===== src/rtl/ps2_zx_keyboard.sv =====
`default_nettype none
// ============================================================================
// Module   : ps2_zx_keyboard
// Purpose  : PS/2 set-2 receiver decoding make/break codes into the ZX
//            Spectrum 8x5 key matrix, read as active-low columns via A15..A8.
// Revision : 1.0 - initial release
// ============================================================================
module ps2_zx_keyboard #(
  parameter int TIMEOUT    = 4096,
  parameter int PAUSE_SKIP = 7
) (
  input  logic       clk_sys,
  input  logic       reset_n,
  input  logic       ps2_clk,
  input  logic       ps2_data,
  input  logic [7:0] addr,
  output logic [4:0] key_data,
  output logic [7:0] byte_out,
  output logic       byte_strobe,
  output logic       frame_err,
  output logic       key_reset,
  output logic       key_nmi
);

  localparam int c_TO_W   = $clog2(TIMEOUT + 1);
  localparam int c_SKIP_W = $clog2(PAUSE_SKIP + 1);

  typedef enum logic [0:0] {
    ST_IDLE = 1'b0,
    ST_RECV = 1'b1
  } state_t;

  logic [1:0]          r_clk_sync;
  logic [1:0]          r_dat_sync;
  logic                r_clk_prev;
  logic                w_fall;
  logic                w_bit;

  state_t              r_state;
  state_t              w_state_nxt;
  logic [3:0]          r_bit_cnt;
  logic [7:0]          r_shift;
  logic                r_parity;
  logic [c_TO_W-1:0]   r_to_cnt;
  logic                w_frame_ok;
  logic                w_frame_bad;
  logic                w_timeout;

  logic [7:0]          r_byte_out;
  logic                r_byte_strobe;
  logic                r_frame_err;

  logic                r_ext;
  logic                r_brk;
  logic [c_SKIP_W-1:0] r_skip;
  logic [7:0][4:0]     r_matrix;
  logic                r_key_reset;
  logic                r_key_nmi;
  logic [5:0]          w_loc;
  logic                w_hit;
  logic [4:0]          w_col_or;

  // Synchronisers idle high so reset never manufactures a falling edge
  always_ff @(posedge clk_sys or negedge reset_n) begin
    if (!reset_n) begin
      r_clk_sync <= 2'b11;
      r_dat_sync <= 2'b11;
      r_clk_prev <= 1'b1;
    end else begin
      r_clk_sync <= {r_clk_sync[0], ps2_clk};
      r_dat_sync <= {r_dat_sync[0], ps2_data};
      r_clk_prev <= r_clk_sync[1];
    end
  end

  assign w_fall = r_clk_prev & ~r_clk_sync[1];
  assign w_bit  = r_dat_sync[1];

  always_ff @(posedge clk_sys or negedge reset_n) begin
    if (!reset_n) begin
      r_state <= ST_IDLE;
    end else begin
      r_state <= w_state_nxt;
    end
  end

  always_comb begin
    w_state_nxt = r_state;
    w_frame_ok  = 1'b0;
    w_frame_bad = 1'b0;
    w_timeout   = 1'b0;
    case (r_state)
      ST_IDLE: begin
        if (w_fall && !w_bit) begin
          w_state_nxt = ST_RECV;
        end
      end
      ST_RECV: begin
        if (w_fall) begin
          if (r_bit_cnt == 4'd10) begin
            w_state_nxt = ST_IDLE;
            if (w_bit && (^{r_shift, r_parity})) begin
              w_frame_ok = 1'b1;
            end else begin
              w_frame_bad = 1'b1;
            end
          end
        end else if (r_to_cnt == c_TO_W'(TIMEOUT)) begin
          w_timeout   = 1'b1;
          w_state_nxt = ST_IDLE;
        end
      end
      default: w_state_nxt = ST_IDLE;
    endcase
  end

  always_ff @(posedge clk_sys or negedge reset_n) begin
    if (!reset_n) begin
      r_bit_cnt <= 4'd0;
      r_shift   <= 8'h00;
      r_parity  <= 1'b0;
      r_to_cnt  <= '0;
    end else if (r_state == ST_IDLE) begin
      r_to_cnt <= '0;
      if (w_fall && !w_bit) begin
        r_bit_cnt <= 4'd1;
      end
    end else if (w_fall) begin
      r_to_cnt  <= '0;
      r_bit_cnt <= r_bit_cnt + 4'd1;
      if (r_bit_cnt <= 4'd8) begin
        r_shift <= {w_bit, r_shift[7:1]};
      end else if (r_bit_cnt == 4'd9) begin
        r_parity <= w_bit;
      end
    end else begin
      r_to_cnt <= r_to_cnt + 1'b1;
    end
  end

  always_ff @(posedge clk_sys or negedge reset_n) begin
    if (!reset_n) begin
      r_byte_out    <= 8'h00;
      r_byte_strobe <= 1'b0;
      r_frame_err   <= 1'b0;
    end else begin
      r_byte_strobe <= w_frame_ok;
      r_frame_err   <= w_frame_bad | w_timeout;
      if (w_frame_ok) begin
        r_byte_out <= r_shift;
      end
    end
  end

  // Key location {row, column}; column 7 marks an unmapped code
  always_comb begin
    w_loc = {3'd7, 3'd7};
    if (r_ext) begin
      case (r_byte_out)
        8'h5A:        w_loc = {3'd6, 3'd0};
        8'h14, 8'h11: w_loc = {3'd7, 3'd1};
        default:      w_loc = {3'd7, 3'd7};
      endcase
    end else begin
      case (r_byte_out)
        8'h12, 8'h59: w_loc = {3'd0, 3'd0};
        8'h1A:        w_loc = {3'd0, 3'd1};
        8'h22:        w_loc = {3'd0, 3'd2};
        8'h21:        w_loc = {3'd0, 3'd3};
        8'h2A:        w_loc = {3'd0, 3'd4};
        8'h1C:        w_loc = {3'd1, 3'd0};
        8'h1B:        w_loc = {3'd1, 3'd1};
        8'h23:        w_loc = {3'd1, 3'd2};
        8'h2B:        w_loc = {3'd1, 3'd3};
        8'h34:        w_loc = {3'd1, 3'd4};
        8'h15:        w_loc = {3'd2, 3'd0};
        8'h1D:        w_loc = {3'd2, 3'd1};
        8'h24:        w_loc = {3'd2, 3'd2};
        8'h2D:        w_loc = {3'd2, 3'd3};
        8'h2C:        w_loc = {3'd2, 3'd4};
        8'h16:        w_loc = {3'd3, 3'd0};
        8'h1E:        w_loc = {3'd3, 3'd1};
        8'h26:        w_loc = {3'd3, 3'd2};
        8'h25:        w_loc = {3'd3, 3'd3};
        8'h2E:        w_loc = {3'd3, 3'd4};
        8'h45:        w_loc = {3'd4, 3'd0};
        8'h46:        w_loc = {3'd4, 3'd1};
        8'h3E:        w_loc = {3'd4, 3'd2};
        8'h3D:        w_loc = {3'd4, 3'd3};
        8'h36:        w_loc = {3'd4, 3'd4};
        8'h4D:        w_loc = {3'd5, 3'd0};
        8'h44:        w_loc = {3'd5, 3'd1};
        8'h43:        w_loc = {3'd5, 3'd2};
        8'h3C:        w_loc = {3'd5, 3'd3};
        8'h35:        w_loc = {3'd5, 3'd4};
        8'h5A:        w_loc = {3'd6, 3'd0};
        8'h4B:        w_loc = {3'd6, 3'd1};
        8'h42:        w_loc = {3'd6, 3'd2};
        8'h3B:        w_loc = {3'd6, 3'd3};
        8'h33:        w_loc = {3'd6, 3'd4};
        8'h29:        w_loc = {3'd7, 3'd0};
        8'h14, 8'h11: w_loc = {3'd7, 3'd1};
        8'h3A:        w_loc = {3'd7, 3'd2};
        8'h31:        w_loc = {3'd7, 3'd3};
        8'h32:        w_loc = {3'd7, 3'd4};
        default:      w_loc = {3'd7, 3'd7};
      endcase
    end
  end

  assign w_hit = (w_loc[2:0] != 3'd7);

  always_ff @(posedge clk_sys or negedge reset_n) begin
    if (!reset_n) begin
      r_ext       <= 1'b0;
      r_brk       <= 1'b0;
      r_skip      <= '0;
      r_matrix    <= '0;
      r_key_reset <= 1'b0;
      r_key_nmi   <= 1'b0;
    end else if (r_byte_strobe) begin
      if (r_skip != '0) begin
        r_skip <= r_skip - 1'b1;
      end else if (r_byte_out == 8'hE1) begin
        r_skip <= c_SKIP_W'(PAUSE_SKIP);
      end else if (r_byte_out == 8'hE0) begin
        r_ext <= 1'b1;
      end else if (r_byte_out == 8'hF0) begin
        r_brk <= 1'b1;
      end else begin
        if (w_hit) begin
          r_matrix[w_loc[5:3]][w_loc[2:0]] <= ~r_brk;
        end
        if (!r_ext && r_byte_out == 8'h07) begin
          r_key_reset <= ~r_brk;
        end
        if (!r_ext && r_byte_out == 8'h78) begin
          r_key_nmi <= ~r_brk;
        end
        r_ext <= 1'b0;
        r_brk <= 1'b0;
      end
    end
  end

  // Any row whose address bit is low contributes its pressed keys
  always_comb begin
    w_col_or = 5'b00000;
    for (int r = 0; r < 8; r++) begin
      if (!addr[r]) begin
        w_col_or = w_col_or | r_matrix[r];
      end
    end
  end

  assign key_data    = ~w_col_or;
  assign byte_out    = r_byte_out;
  assign byte_strobe = r_byte_strobe;
  assign frame_err   = r_frame_err;
  assign key_reset   = r_key_reset;
  assign key_nmi     = r_key_nmi;

endmodule
`default_nettype wire


===== config.mk =====
export PLATFORM = sky130hd
export DESIGN_NAME = ps2_zx_keyboard
export DESIGN_NICKNAME = d
export VERILOG_FILES = /design/src/rtl/ps2_zx_keyboard.sv
export SDC_FILE = /design/constraint.sdc
export NUM_CORES = 1
export LEC_CHECK = 0
export ABC_AREA = 1
export CAP_MARGIN = 5
export CORE_MARGIN = 5
export CORE_UTILIZATION = 55
export DETAILED_ROUTE_END_ITERATION = 8
export GPL_TIMING_DRIVEN = 0
export PLACE_DENSITY = 0.74
export SYNTH_ARGS = -nofsm -noshare
export SYNTH_HDL_FRONTEND = slang
export SYNTH_SLANG_ARGS = --single-unit

===== constraint.sdc =====
create_clock -name clk_sys -period 2.2 [get_ports clk_sys]
set_clock_uncertainty 0.15 [all_clocks]
set_input_delay 0.44 -clock clk_sys [delete_from_list [all_inputs] [get_ports clk_sys]]
set_output_delay 0.44 -clock clk_sys [all_outputs]
set_load 0.02 [all_outputs]

-- Word level (Yosys, flattened, before mapping)
Memory sizes are Yosys's and may differ from the RTL's.
Cells that the tools add are included.
- add/sub/neg operators: 3
- order comparisons: 5
- equality and inequality tests: 14
- reductions and logical operators: 22
- bitwise logic cells: 18
- multiplexer cells: 42
- operators by type and width (kind ; count):
    5-bit two-way mux ; 9
    40-bit bitwise mux ; 1
    5-bit OR ; 7
    13-bit two-way mux ; 2
    8-bit equality test, second input constant ; 3
    1-bit two-way mux ; 19
    6-bit AND reduction ; 3
    8-bit by 5-bit equality test with 1-bit output, second input constant ; 2
    8-bit by 7-bit equality test with 1-bit output, second input constant ; 2
    5-bit demux with 3-bit select ; 1
    13-bit by 1-bit adder with 13-bit output, second input constant ; 1
    13-bit equality test, second input constant ; 1
    4-bit two-way mux ; 3
    6-bit two-way mux ; 2
    4-bit AND reduction ; 3
    9-bit XOR reduction ; 1
    4-bit equality test, second input constant ; 2
    8-bit by 3-bit equality test with 1-bit output, second input constant ; 1
    3-bit by 4-bit less-than comparator with 1-bit output, second input constant ; 2
    1-bit NOT ; 8
    4-bit case mux with 2 select lines ; 1
    3-bit by 1-bit >= comparator with 1-bit output, second input constant ; 2
    1-bit logical AND ; 6
    3-bit two-way mux ; 2
    16 further kinds ; 20
- word-level logic and storage cells: 129
- register bits: 89
- memories kept: 1
- bits in read-only memories: 768
- output and inout bits: 17
- bits of input ports: 12
- memory list (memory ; depth ; bits a word ; rd ports ; clocked after Yosys merged registers in ; wr ports ; line ; RTL):
    (name not given) ; 128 ; 6 ; 1 ; 0 ; 0 ; 165 ; case (r_byte_out)

-- Depth between registers and ports, before layout
Gate-level depths: netlist of the first run.
- word-level depth: 16
- depth in mapped cells: 18
- depth with buffers taken out: 17

-- Worst setup path after synthesis of the first run
Ideal clock, no wire load.
- path type: reg-to-reg
- start: register r_byte_out[1], in the netlist byte_out[1]
- end: register r_matrix[11] (netlist name)
- required time: 1933 ps
- library setup time: 117 ps
- stages on the path, launching flop included: 14
- path slack: -268 ps
- arrival time: 2201 ps
- cell sequence: dfrtp_1 > inv_1 > ha_1 > nand3_1 > a21oi_1 > nand2_1 > nand2_1 > nand2_1 > nand2_2 > nand3_1 > nor2_1 > nand2_1 > nand2_1 > nand2_1
- word-level cells in the longest chain between the ends: 11
- elaborated cells between the ends (all ways): 27
- those cells by class: order compare (4); eq/ne (7); mux (8); bitwise (3); reduce/logical (4); memory (1)
- ends and longest elaborated chain (what ; line ; RTL):
    start: declaration ; 49 ; logic [7:0] r_byte_out;
    start signal: assignment ; 150 ; r_byte_out <= r_shift;
    branches (longest 11 deep; another with memory 128 x 6 bit) ; n/a ;
    end signal: indexed assignment ; 232 ; r_matrix[w_loc[5:3]][w_loc[2:0]] <= ~r_brk;
    end: declaration ; 56 ; logic [7:0][4:0] r_matrix;
Several ways; the timed one is not identified.
A chain may end at the register's enable or synchronous reset.

-- Final worst setup path of the first run
- start: register r_byte_out[1], in the netlist byte_out[1]
- end: register r_matrix[26] (netlist name)
The elaborated chain is that of the path after synthesis.

==> impl_metrics.toml, run 1 <==
[run_status]
status = "finished, violations left"
violations = "setup timing"

[place]
io_buffers = 28
placed_area_sq_um = 5791
place_congestion = 0.9396
dp_hpwl_um = 9522
dp_cells = 907

[power]
ir_worst_vdd_mv = 0.6637
clkPwrFrac = 0.276
p_int_mw = 2.995
comb_power_share = 0.308
seqPwrFrac = 0.416
power_density_nw_per_um2 = 702.8
p_leak_nw = 3.208
power.switching_mw = 1.772
swShare = 0.3718

[sta]
rsz0062_at_grt = "yes"
setup_violations = 45
worst_slack_ps = -328.9
layout_min_cycle_time_ps = 2529
min_period_over_period = 1.149
slew_headroom = 0.6015
fmax_mhz = 395.4
worstMarginPinSlew_ps = 597.8
hold_viol = 0
slew_violations = 0

[global_routing]
grt_pass1_vias = 5155
grt.total_usage = 0.2650
grt_pass1_wl_um = 24780
grt_overflow = 0
grt_max_degree = 73
grt_antenna_before_repair = 0

[floorplan]
io_pins = 29
initial_core_util = 0.5674
die_x_um = 108.1
die_area_sq_um = 11680
core_sq_um = 9328
rows = 35
die_h_um = 108.1

[synthesis]
synth_ff_type = "dfrtp_1"
syn_area_per_cell_sq_um = 7.066
synth.distinct_cells = 36
syn-num-nets = 776
ys_warn_count = 0
synth-async-reset-ratio = 1.000
ys_ff_latch = 89
synth_edf_count = 0
syn-cell-area_sq_um = 5293
syn_inst = 749
synth-seq-area-share = 0.4220

[critical_path]
critPathArrivalTime_ps = 2640
endpoint_kind = "flip-flop"
crit_type = "flip-flop to flip-flop"
start_kind = "flip-flop"
crit_fanout = 7
required_ps = 2310

[drt]
ant_nets = 0
wl_per_cell_um = 15.85
vias = 5262
remaining_drc_errors = 0
drt_iter0_markers = 512
wl_um = 15090
firstDrtPassIters = 6
vias_per_cell = 5.527

[clocking]
cts_sinks = 89
clkTransAtPathRegs_ps = 100
cts-buffers-inserted = 9
cts_tree = "yes"
root_buffer = "clkbuf_8"
clk_latency_ps = 370
htree_levels = 3
clock_path_buffers = 2

[layout]
final_nets = 845
layout.cells.most_common = "nand2_1"
fin_cells = 952
mostFrequentLayoutCells = "nand2_1, dfrtp_1, nand3_1, inv_1, nor2_1"
fillCellCount = 717
insertedDiodeCount = 0
layout-drive-gt1-share = 0.2515
syn_to_final_growth_pct = 28.18
final_area_sq_um = 6784

[min_path]
holdCritPathClass = "flip-flop to flip-flop"

[job]
max_cap_viol_count = 0
critical path, stage by stage (launching register included):
cell and delay (ps):
dfrtp_2 480, buf_4 170, ha_4 160, nand2_1 60, nand2_1 90, o22ai_2 150
nand2_1 70, nand2_1 80, nand2_2 80, nand2_4 110, nand3_2 100, nor2_4 240
nor2_4 80, buf_6 140, buf_6 130, nand3_1 70, nand2_1 70
power by group through the flow:
stage                     Clock (mW)  Combinational [mW]  Sequential [mW]
final                           1.32                1.47             1.99
after global routing            1.42                1.63             2.01
after CTS                       1.32                1.37             1.98
after detailed placement           0                1.27             2.01
after global placement             0                1.23             2.01
after floorplan                    0               0.914             1.99
final timing paths:
kind | startpoint | to | slack (ps) | cells after the start
setup / recovery | byte_out[1] | r_matrix[26] | -330 | 16
hold / removal | r_dat_sync[0] | r_dat_sync[1] | 220 | 0
setup reg to reg | byte_out[1] | r_matrix[26] | -330 | 16
hold reg to reg | r_dat_sync[0] | r_dat_sync[1] | 220 | 0
max in group asynchronous | reset_n | r_clk_sync[1] | 870 | 3
min in group asynchronous | reset_n | r_skip[1] | 340 | 2
routing by layer:
| layer | up-vias | global-route usage | wire length [um] |
|---|---|---|---|
| met4 | 0 | 0.08566 | 270 |
| li1 | 2539 | - | - |
| met5 | - | 0 | 0 |
| met1 | 2487 | 0.3503 | 6493 |
| met3 | 29 | 0.05015 | 949 |
| met2 | 207 | 0.4405 | 7373 |
final cells by class:
cell class	instances	area [sq um]	share of cell area
plain buffers	23	175.2	0.02582
well taps	129	161.4	0.02379
clock inverters	6	97.59	0.01439
repair buffers	57	536.8	0.07912
clock buffers	10	127.6	0.01881
multi-input cells	558	3139	0.4627
flip-flops and latches	89	2238	0.3300
inverters	80	307.8	0.04537
stage by stage:
stage	setup slack [ps]	hold slack (ps)	utilization	total power, mW	setup TNS [ps]
after floorplan	-0.9273	-5.591	-	2.909	-0.9273
after global placement	-3058	197.6	0.6181	3.242	-256820
after detailed placement	-940.5	189.0	0.6208	3.276	-19300
after CTS	-262.0	218.0	0.7014	4.673	-9602
after global routing	-470.7	222.6	0.7273	5.061	-18640
final	-328.9	216.3	0.7273	4.768	-12580
Yosys cell counts (4+ instances only):
| cell type | number | area share |
|---|---|---|
| xor2_1 | 4 | 0.0066 |
| nor3_1 | 8 | 0.0076 |
| buf_2 | 6 | 0.0057 |
| nor2_2 | 6 | 0.0071 |
| a21oi_1 | 40 | 0.038 |
| nand2_2 | 6 | 0.0071 |
| nand2_1 | 245 | 0.17 |
| dfrtp_1 | 84 | 0.40 |
| nand4_1 | 4 | 0.0047 |
| dfstp_2 | 5 | 0.025 |
| clkbuf_1 | 7 | 0.0050 |
| nand3_1 | 85 | 0.080 |
| nor2_1 | 86 | 0.061 |
| o221ai_1 | 5 | 0.0083 |
| o21ai_0 | 25 | 0.024 |
| inv_2 | 4 | 0.0028 |
| buf_4 | 7 | 0.0099 |
| ha_1 | 15 | 0.035 |
| inv_1 | 76 | 0.054 |
| xnor2_1 | 5 | 0.0083 |
kinds of logic after synthesis:
family,count (synthesis),share of synthesized area
XOR/XNOR,9,0.01489
adder cells (fa/ha/maj),15,0.03546
flip-flops,89,0.4220
AND/OR/NAND/NOR,449,0.3572
AO/OA/AOI/OAI,84,0.08818
buffers and inverters,103,0.08227
what timing repair did:
action	CTS	global route
resized for setup	144	66
hold buffers	1	0
hold endpoints to repair	15	0
pin swaps	35	17
endpoints found under the setup margin	45	67
setup buffers	15	5
cloned	7	1
flip-flops by register name, indices dropped and copies added, names as in the netlist:
name / flops
r_skip: 3
key_nmi: 1
key_reset: 1
r_matrix: 40
r_brk: 1
r_shift: 8
r_ext: 1
r_parity: 1
r_clk_sync: 2
byte_out: 8
r_clk_prev: 1
byte_strobe: 1
frame_err: 1
r_dat_sync: 2
r_bit_cnt: 4
r_state: 1
r_to_cnt: 13
(Power assumes the default switching activity.)
==> run 2, diff against run 1 <==
--- a/config.mk
+++ b/config.mk
@@ -7,10 +7,11 @@
 export LEC_CHECK = 0
 export ABC_AREA = 1
 export CAP_MARGIN = 5
-export CORE_MARGIN = 5
+export CORE_MARGIN = 2
 export CORE_UTILIZATION = 55
 export DETAILED_ROUTE_END_ITERATION = 8
 export GPL_TIMING_DRIVEN = 0
+export MAX_ROUTING_LAYER = met4
 export PLACE_DENSITY = 0.74
 export SYNTH_ARGS = -nofsm -noshare
 export SYNTH_HDL_FRONTEND = slang
==> impl_metrics.toml, run 2 (synthesized netlist as in run 1, its figures left out) <==
[min_path]
holdCritPathClass = "flip-flop to flip-flop"

[global_routing]
grt_pass1_vias = 4987
grt_pass1_wl_um = 23290
grt_overflow = 0
grt.total_usage = 0.2943
grt_antenna_before_repair = 0
grt_max_degree = 70

[layout]
multiInputGateArea_sq_um = 3236
insertedDiodeCount = 0
reg_top3 = "r_matrix (40), r_to_cnt (13)"
fillCellCount = 707
mostFrequentLayoutCells = "nand2_1, dfrtp_1, nand3_1, inv_1, nor2_1"
largest_reg_flops = 40
top_register = "r_matrix"
syn_to_final_growth_pct = 29.05
fin_util = 0.7357
seqCellArea_sq_um = 2237
layout.cells.most_common = "nand2_1"
layout-drive-gt1-share = 0.2728
final_nets = 843

[critical_path]
critical_path_depth = 16
critPathCapture = "r_matrix[18]"
rr_startpoint = "byte_out[1]"
r2r_slack_ps = -390
path_cells = "buf_4, ha_2, nand2_1, nand2_1, o21ai_1, nand2_1, nand2_1, nand2_2, nand2_2, nand2_4, nor2_4, nand2_4, nor2_2, nand2_1, nand2_1, nand2_1"
worst-path-buf-inv = 1
start_kind = "flip-flop"
worstReg2RegEnd = "r_matrix[18]"
slowest_delay_ps = 480
required_ps = 2300
crit_start = "byte_out[1]"
reg2reg_depth = 16
endpoint_kind = "flip-flop"
critical-path-top-delay-family = "simple AND/OR/NAND/NOR gates"
cpMostUsedCell = "nand2_1"
crit_slowest_cell = "dfrtp_2"
crit_fanout = 8
crit_type = "flip-flop to flip-flop"
critPathArrivalTime_ps = 2690

[place]
io_buffers = 28
dp_hpwl_um = 9417
place_ws_ps = -1038
place_congestion = 0.9333

[clocking]
cts_sinks = 89
clock_path_buffers = 2
clkTransAtPathRegs_ps = 100
cts_tree = "yes"
cts-buffers-inserted = 9
htree_levels = 3
clk_latency_ps = 360
root_buffer = "clkbuf_8"

[drt]
firstDrtPassIters = 5
ant_nets = 0
drt_iter0_markers = 394
vias_per_cell = 5.656
wl_um = 15100
vias = 5373
wl_per_cell_um = 15.89
remaining_drc_errors = 0

[power]
p_leak_nw = 3.213
ir_worst_vdd_mv = 0.5898
power_density_nw_per_um2 = 676.8

[run_status]
status = "finished, violations left"
violations = "setup timing"

[floorplan]
core_sq_um = 9284
io_pins = 29
initial_core_util = 0.5701
rows = 35
die_area_sq_um = 10420
die_h_um = 102.1
die_x_um = 102.1

[job]
max_cap_viol_count = 0

[sta]
layout_min_cycle_time_ps = 2587
setup_violations = 45
slew_headroom = 0.5053
worst_slack_ps = -386.7
fmax_mhz = 386.6
min_period_over_period = 1.176
worstMarginPinSlew_ps = 742.1
rsz0062_at_grt = "yes"
hold_viol = 0
slew_violations = 0
## run 2: changes by cell type in the layout (fill, tap and decap cells not counted), sizes merged
cell,previous run,this run
bufinv,2,0
buf,49,48
clkbuf,18,17
clkdlybuf4s50,16,17
clkinv,2,3
clkinvlp,0,1
dlygate4sd2,4,3
## run 2: timing repair
item                                   CTS  global route
setup endpoints to repair               45            63
setup buffers                           10            10
hold buffers                             1             0
endpoints found under the hold margin   20             0
gates cloned                             6             0
gates resized for setup                154            81
pin swaps                               16            14
## run 2: through the flow
| step | setup TNS (ps) | area (sq um) | std cells | hold WS [ps] | total power [mW] |
|---|---|---|---|---|---|
| global route | -16790 | 6830 | 950 | 219.4 | 4.905 |
| floorplan | -0.9273 | 5324 | 749 | -5.591 | 2.909 |
| CTS | -7256 | 6491 | 940 | 215.5 | 4.484 |
| global placement | -244550 | 5766 | 906 | 196.7 | 3.238 |
| finish | -11540 | 6830 | 950 | 216.2 | 4.623 |
| detailed placement | -17940 | 5791 | 907 | 200.3 | 3.276 |
## run 2: cell type report
class | count | area share
Clock buffer | 10 | 0.02015
Timing Repair Buffer | 55 | 0.07730
Multi-Input combinational cell | 558 | 0.4737
Inverter | 80 | 0.04470
Clock inverter | 6 | 0.007327
Tap cell | 129 | 0.02363
Sequential cell | 89 | 0.3275
Buffer | 23 | 0.02565
## run 2: worst register-to-register path, cell delays in order (launching register included)
cell,delay [ps]
dfrtp_2,480
buf_4,180
ha_2,190
nand2_1,60
nand2_1,80
o21ai_1,140
nand2_1,60
nand2_1,90
nand2_2,70
nand2_2,100
nand2_4,130
nor2_4,190
nand2_4,160
nor2_2,140
nand2_1,90
nand2_1,90
nand2_1,90
## run 2: routing by layer
layer / GRT usage / up-vias / part of all wire
met5: - / - / 0
met4: 0.1046 / 0 / 0.032
met3: 0.04993 / 55 / 0.075
met2: 0.4727 / 253 / 0.49
met1: 0.3783 / 2519 / 0.41
li1: - / 2546 / -
## run 2: worst min path at each step
stage                    end     startpoint  cells past startpoint
4_1_cts        r_clk_sync[1]  r_clk_sync[0]                      0
6_report       r_clk_sync[1]  r_clk_sync[0]                      0
2_1_floorplan    byte_out[0]        reset_n                      0
5_1_grt        r_clk_sync[1]  r_clk_sync[0]                      0
3_5_place_dp       r_skip[1]        reset_n                      1
3_3_place_gp   r_clk_sync[1]  r_clk_sync[0]                      0
## run 2: report_power, final
| part | leakage, nW | switching (mW) | internal, mW | total, mW |
|---|---|---|---|---|
| Sequential | 1.19 | 0.175 | 1.81 | 1.99 |
| Clock | 0.0948 | 0.664 | 0.456 | 1.12 |
| Combinational | 1.93 | 0.955 | 0.561 | 1.52 |
| Total | 3.21 | 1.79 | 2.83 | 4.62 |
